===== src/rtl/chess_pkg.sv =====
// chess_pkg: shared state encoding and constants for the chess timer sequencer.
package chess_pkg;
  typedef enum logic [2:0] {
    SET    = 3'd0,
    READY  = 3'd1,
    RUN_P1 = 3'd2,
    RUN_P2 = 3'd3,
    PAUSE  = 3'd4,
    FLAG   = 3'd5
  } state_t;
  localparam logic P1 = 1'b0;
  localparam logic P2 = 1'b1;
  localparam logic [7:0] MOVES_MAX = 8'd255;
endpackage


===== src/rtl/rise_detect.sv =====
// rise_detect: one-cycle rising-edge strobe of an already synchronised input.
module rise_detect (
  input  logic clk,
  input  logic reset,
  input  logic d,
  output logic rise
);
  logic q;
  always_ff @(posedge clk or negedge reset)
    if (!reset) q <= 1'b0;
    else q <= d;
  assign rise = d & ~q;
endmodule


===== src/rtl/chess_game_sequencer.sv =====
// chess_game_sequencer: set/ready/run/pause/flag sequencing, 1 Hz tick and time-out detect.
module chess_game_sequencer
  import chess_pkg::*;
#(
  parameter int unsigned TICK_DIV    = 100000000,
  parameter int unsigned DEFAULT_MIN = 5,
  parameter int unsigned STEP_MIN    = 1,
  parameter int unsigned MAX_MIN     = 59
) (
  input  logic       clk,
  input  logic       reset,
  input  logic       set,
  input  logic       start,
  input  logic       add,
  input  logic [1:0] sw,
  input  logic [5:0] min1,
  input  logic [5:0] sec1,
  input  logic [5:0] min2,
  input  logic [5:0] sec2,
  output logic [5:0] min,
  output logic       load,
  output logic       tick,
  output logic       player1,
  output logic       player2,
  output logic       setTime,
  output logic [1:0] flag,
  output logic [7:0] moves
);
  localparam int PW = TICK_DIV > 1 ? $clog2(TICK_DIV) : 1;
  state_t        state;
  logic          paused_p;
  logic [PW-1:0] presc;
  logic          set_r, start_r, add_r;
  logic [1:0]    sw_r;
  logic          run, zero, at_max;
  logic [6:0]    min_inc;
  logic [5:0]    min_nx;
  rise_detect u_set   (.clk(clk), .reset(reset), .d(set),   .rise(set_r));
  rise_detect u_start (.clk(clk), .reset(reset), .d(start), .rise(start_r));
  rise_detect u_add   (.clk(clk), .reset(reset), .d(add),   .rise(add_r));
  for (genvar i = 0; i < 2; i++) begin : g_sw
    rise_detect u_sw (.clk(clk), .reset(reset), .d(sw[i]), .rise(sw_r[i]));
  end
  assign run     = state == RUN_P1 || state == RUN_P2;
  assign zero    = (state == RUN_P1 && min1 == 6'd0 && sec1 == 6'd0) ||
                   (state == RUN_P2 && min2 == 6'd0 && sec2 == 6'd0);
  assign at_max  = presc == PW'(TICK_DIV - 1);
  assign tick    = run && at_max && !zero;
  assign player1 = state == RUN_P1;
  assign player2 = state == RUN_P2;
  assign setTime = state == SET;
  assign min_inc = {1'b0, min} + 7'(STEP_MIN);
  assign min_nx  = min_inc > 7'(MAX_MIN) ? 6'(STEP_MIN) : min_inc[5:0];
  always_ff @(posedge clk or negedge reset) begin
    if (!reset) begin
      state    <= SET;
      min      <= 6'(DEFAULT_MIN);
      moves    <= '0;
      flag     <= '0;
      presc    <= '0;
      paused_p <= P1;
      load     <= 1'b0;
    end else begin
      load <= 1'b0;
      // Pausing freezes a partial second, but a count already at its last step still wraps so the tick is not repeated on resume.
      if (run && !zero && (!start_r || at_max)) presc <= at_max ? '0 : presc + PW'(1);
      case (state)
        SET:
          if (start_r) begin
            state <= READY;
            load  <= 1'b1;
            moves <= '0;
            flag  <= '0;
            presc <= '0;
          end else if (add_r) min <= min_nx;
        READY:
          if (start_r) state <= RUN_P1;
          else if (set_r) state <= SET;
        RUN_P1:
          if (zero) begin
            state   <= FLAG;
            flag[0] <= 1'b1;
          end else if (start_r) begin
            state    <= PAUSE;
            paused_p <= P1;
          end else if (sw_r[0]) state <= RUN_P2;
        RUN_P2:
          if (zero) begin
            state   <= FLAG;
            flag[1] <= 1'b1;
          end else if (start_r) begin
            state    <= PAUSE;
            paused_p <= P2;
          end else if (sw_r[1]) begin
            state <= RUN_P1;
            moves <= moves == MOVES_MAX ? moves : moves + 8'd1;
          end
        PAUSE:
          if (start_r) state <= paused_p == P2 ? RUN_P2 : RUN_P1;
          else if (set_r) state <= SET;
        FLAG:
          if (set_r) state <= SET;
        default: state <= SET;
      endcase
    end
  end
endmodule


===== config.mk =====
export PLATFORM = sky130hd
export DESIGN_NAME = chess_game_sequencer
export DESIGN_NICKNAME = d
export VERILOG_FILES = /design/src/rtl/chess_pkg.sv /design/src/rtl/rise_detect.sv /design/src/rtl/chess_game_sequencer.sv
export SDC_FILE = /design/constraint.sdc
export NUM_CORES = 1
export LEC_CHECK = 0
export BUFFER_PORTS_ARGS = -buffer_cell sky130_fd_sc_hd__buf_2
export CAP_MARGIN = 10
export CORE_UTILIZATION = 53
export DETAILED_ROUTE_END_ITERATION = 10
export GPL_ROUTABILITY_DRIVEN = 0
export PLACE_DENSITY_LB_ADDON = 0.1
export REMOVE_ABC_BUFFERS = 1
export SYNTH_ARGS = -nofsm -noshare
export SYNTH_HDL_FRONTEND = slang
export SYNTH_SLANG_ARGS = --single-unit

===== constraint.sdc =====
create_clock -name clk -period 2.63 [get_ports clk]
set_input_delay 0.3945 -clock clk [delete_from_list [all_inputs] [get_ports clk]]
set_output_delay 0.3945 -clock clk [all_outputs]
set_load 0.01 [all_outputs]

Word level (Yosys, flattened, before mapping)
Index checks and enable logic that the tools add are counted.
- flip-flop bits (word level): 53
- input port bits: 31
- word-level logic and storage cells: 108
- output and inout port bits: 21
- magnitude comparators: 1
- bitwise gates (word level): 11
- reductions and logical operators: 27
- equal/unequal tests: 19
- $add $sub $neg: 3
- muxes and demuxes: 34
- operator list (kind ; count):
    2-to-1 mux 27 bit ; 4
    2-to-1 mux 8 bit ; 5
    2-to-1 mux 3 bit ; 10
    adder 27 x 1 -> 27 bit (second input constant) ; 1
    equality test 27 bit (second input constant) ; 1
    logical NOT 6 bit ; 4
    case mux 3 bit (6 select lines) ; 1
    case mux 8 bit (2 select lines) ; 1
    != test 2 x 1 -> 1 bit (second input constant) ; 6
    AND reduction 3 bit ; 4
    adder 8 x 1 -> 8 bit (second input constant) ; 1
    equality test 8 bit (second input constant) ; 1
    logical AND 1 bit ; 8
    2-to-1 mux 1 bit ; 8
    != test 2 bit (second input constant) ; 4
    != test 4 x 1 -> 1 bit (second input constant) ; 2
    adder 6 x 1 -> 7 bit (second input constant) ; 1
    greater-than comparator 7 x 6 -> 1 bit (second input constant) ; 1
    equality test 3 x 2 -> 1 bit (second input constant) ; 2
    equality test 3 bit (second input constant) ; 2
    2-to-1 mux 6 bit ; 1
    inverter 1 bit ; 6
    case mux 1 bit (2 select lines) ; 3
    AND reduction 6 bit ; 1
    8 further kinds ; 17

Logic depth before layout (Yosys ltp)
- word-level depth: 10
- gate-level depth with buffers: 8
- mapped depth without buffers: 7

Hierarchy
A second synthesis with hierarchy kept.
- cell total of the unflattened synthesis: 355
- area total of the unflattened synthesis: 3135.5 µm²
- by module, submodules not included (module ; area each (µm²) ; cells an instance ; times used ; seq. area each (µm²)):
    chess_game_sequencer ; 2941.6 ; 345 ; 1 ; 1203.7
    rise_detect ; 38.8 ; 2 ; 5 ; 25.0

Least setup slack after synthesis
No wires, ideal clock.
- kind: input to register
- from: input port sec1[3]
- to: register state[0]
- setup time: 0.125 ns
- path buffers: 1
- setup slack: 0.471 ns
- cell stages on the path: 7
- required time: 2.505 ns
- data arrival time: 2.034 ns
- cells stage by stage: nor4_1 -> nand4_1 -> and3_1 -> buf_2 -> o311a_1 -> o21ai_0 -> mux2_2
- longest elaborated chain between the ends: 5
- elaborated cells between the ends (all ways): 9
- classes of those cells: eq/ne: 2; mux: 3; reduce/logical: 4
- ends and longest elaborated chain (element ; line ; RTL):
    from (decl) ; chess_game_sequencer.sv:17 ; input logic [5:0] sec1,
    logical NOT 6 bit * ; chess_game_sequencer.sv:45 ; assign zero = (state == RUN_P1 && min1 == 6'd0 && sec1 == 6'd0) ||
    logical AND 1 bit * ; chess_game_sequencer.sv:45 ;
    logical OR 1 bit * ; chess_game_sequencer.sv:45 ;
    2-to-1 mux 3 bit, or another cell as far along ; chess_game_sequencer.sv:88 ; if (zero) begin
    case mux 3 bit (6 select lines) / AND reduction 3 bit (equally long branches) ; -- ;
    to (signal assigned) ; chess_game_sequencer.sv:99 ; if (start_r) state <= paused_p == P2 ? RUN_P2 : RUN_P1;
    to (decl) ; chess_game_sequencer.sv:30 ; state_t state;
Mark *: on every way between the ends. The rest lies on a longest branch, timed or not.
A chain may end at the register's enable or synchronous reset.

Worst setup path after layout
- from: register state[0]
- to: output port tick
- longest elaborated chain between the ends: 6
- elaborated cells between the ends (all ways): 11
- classes of those cells: eq/ne: 2; reduce/logical: 9
- ends and longest elaborated chain (element ; line ; RTL):
    equality test 3 x 2 -> 1 bit, on equally long branches ; chess_game_sequencer.sv:44, chess_game_sequencer.sv:45, chess_game_sequencer.sv:46 ;
    logical AND 1 bit, on equally long branches (2 in a row) ; chess_game_sequencer.sv:45, chess_game_sequencer.sv:46 ;
    logical OR 1 bit ; chess_game_sequencer.sv:45 ;
    logical NOT 1 bit ; chess_game_sequencer.sv:48 ; assign tick = run && at_max && !zero;
    logical AND 1 bit * ; chess_game_sequencer.sv:48 ;
    to (decl) ; chess_game_sequencer.sv:22 ; output logic tick,
Marks and branches as above.

==> flow_summary.ini <==
[run_status]
status = complete, no violations

[global_routing]
grt_max_degree = 24
antenna_found_initial = 0
grt_pass1_wl_um = 11900
grt_overflow = 0
grt_usage = 0.251
grt_pass1_vias = 2489

[setup_path]
crit_family = simple AND/OR/NAND/NOR gates
max_stage_delay_ns = 0.52
end_kind = primary output
crit_arrival_ns = 2.08
critPathMaxFanout = 10
reg2reg_slack_ns = 0.19
path_class = reg2out
critPathSlowestCell = dfrtp_1
crit_buf_inv = 1
crit_required_ns = 2.24
path_cells = nor4b_1, nand4_1, nand3_2, nor4_2, buf_2
startpoint_type = flop

[logic_synthesis]
yosys_register_bits = 53
netlist_instances = 330
synth_area_um2 = 2960
synth_warnings = 0
yosys.area.top_type_share = 0.431
synth.avg_cell_area_um2 = 8.97
seq_area_frac_synth = 0.449
ys_async_sr_fraction = 1.00
synthTopCellsByArea = dfrtp_1, nand2_1, nor2_1
yosysTopAreaCell = dfrtp_1
synth-edff-count = 0
yosysUniqueCellTypes = 49
ys.flop_type = dfrtp_1

[timing]
fmax_mhz = 405
fin_hold_ws_ns = 0.202
tightest_slew_ns = 0.450
fin_crit_ns = 2.47
setup_viol = 0
finalSetupTns_ns = 0
drv_slew = 0
min_period_over_period = 0.939
finClkSkew_ns = 0.00820
hold_violations = 0
rsz0062_at_grt = no
relSlewSlack = 0.699

[cells_and_area]
multi_input_area_um2 = 1540
final_cell_mix = dfrtp_1, buf_2, nand2_1
antennaDiodeCount = 0
layout-drive-gt1-share = 0.220
nFillCells = 471
final_nets = 425
syn2layout_area_growth_pct = 17.6
regArea_um2 = 1330

[cts]
root_buffer = clkbuf_8
path_clk_slew_ns = 0.09
clk-insertion-delay-late_ns = 0.31
postCtsSetupRepairBufs = 0
clock_sinks = 53
htreeDepth = 2
cts_tree = yes
clk_path_buf_depth = 2
cts_buffers = 5

[pwr]
p_leak_nw = 1.62
combPwrFrac = 0.316
p_per_area_nw_per_um2 = 665
irDropWorstVdd_mv = 0.439
power_switching_mw = 0.853
seqPwrFrac = 0.467
swShare = 0.368
clock_power_share = 0.217
intPower_mw = 1.46

[run]
max_cap_viol_count = 0

[drt]
wl_met1_um = 3160
route.vias.total = 2747
dr_wl_met2_um = 3190
drt-initial-drc-count = 158
firstDrtPassIters = 4
final_antenna_net_count = 0
wl_um = 6780
top_layer_used = met4
dr_wl_met3_um = 366
wl_per_cell_um = 14.7
via_per_inst = 5.96
drc = 0

[floorplan]
ios = 52
row_count = 26
start_util = 0.565
die_area_um2 = 5890
die_w_um = 76.7
coreArea_um2 = 5240
die_height_um = 76.7

[placed_design]
place_hpwl_um = 5070
port-buffer-count = 51

[worst_hold_path]
hp-class = in2reg
## metal layers
layer,vias up,GRT usage
li1,1340,-
met5,-,0
met1,1323,0.353
met2,79,0.396
met4,0,0.0769
met3,5,0.0417
## sequential cells by signal (all words and copies together), names as in the netlist
signal       cells
presc           27
moves            8
min              6
state            3
flag             2
g_sw.u_sw.q      2
load             1
paused_p         1
u_add.q          1
u_set.q          1
u_start.q        1
## worst reg2reg max path: cells and delay by family, from the launching register on
kind / cells / cell delay [ns]
AOI/OAI and AO/OA: 3 / 0.67
buffers and inverters: 1 / 0.21
DFF: 1 / 0.44
and+or+nand+nor: 3 / 1.02
## power groups by stage
stage          clock network [mW]  logic, mW  registers [mW]
2_1_floorplan                   0      0.445            1.08
3_3_place_gp                    0      0.714            1.09
3_5_place_dp                    0      0.731            1.09
4_1_cts                     0.514      0.735            1.08
5_1_grt                     0.539      0.820            1.10
6_report                    0.503      0.732            1.08
## cells in the mapped netlist (all sizes together) (7+ instances only)
library cell	number
dfrtp	51
nand2	36
nor2	32
o21ai	20
nand3	17
a21oi	16
nand4	15
nor3	13
inv	12
nor4	12
xnor2	10
clkbuf	9
and3	8
or3	7
## stage by stage
stage                     instances  power (mW)  utilization  area, um^2  setup WS [ns]
after CTS                       461        2.33        0.663        3470          0.144
after global routing            461        2.46        0.665        3480         0.0199
final                           461        2.32        0.665        3480          0.160
after global placement          452        1.80        0.642        3360          0.327
after floorplan                 318        1.53            -        2910          0.353
after detailed placement        452        1.82        0.642        3360          0.245
## cell families (layout without fill, tap and decap cells)
logic type,count (synthesis),after routing,synth area share
fa+ha+maj,4,4,0.0169
simple gates,166,166,0.305
buf+inv,24,85,0.0317
xor+xnor,15,15,0.0444
compound gates,65,65,0.142
mux,3,3,0.0110
flops,53,53,0.449
## final timing paths
| kind | start | endpoint | cells after the start |
|---|---|---|---|
| max | state[0]$_DFFE_PN0P_ | tick | 5 |
| min | set | u_set.q$_DFF_PN0_ | 1 |
| max reg2reg | presc[11]$_DFF_PN0_ | presc[2]$_DFF_PN0_ | 7 |
| min reg2reg | flag[1]$_DFFE_PN0P_ | flag[1]$_DFFE_PN0P_ | 2 |
| max in group asynchronous | reset | presc[9]$_DFF_PN0_ | 3 |
| min in group asynchronous | reset | moves[2]$_DFFE_PN0P_ | 2 |
## area by class of cell
type,instances,share of cell area
Inverter,12,0.0129
Clock buffer,7,0.0277
Sequential cell,53,0.382
Tap cell,70,0.0252
Timing Repair Buffer,65,0.108
Clock inverter,1,0.00144
Multi-Input combinational cell,253,0.443
## repair_timing
item                                    4_1_cts  5_1_grt
endpoints found under the setup margin        0        1
resized for setup                             0        1
hold buffers                                  1        0
endpoints found under the hold margin        13        0
(Power assumes the default switching activity.)
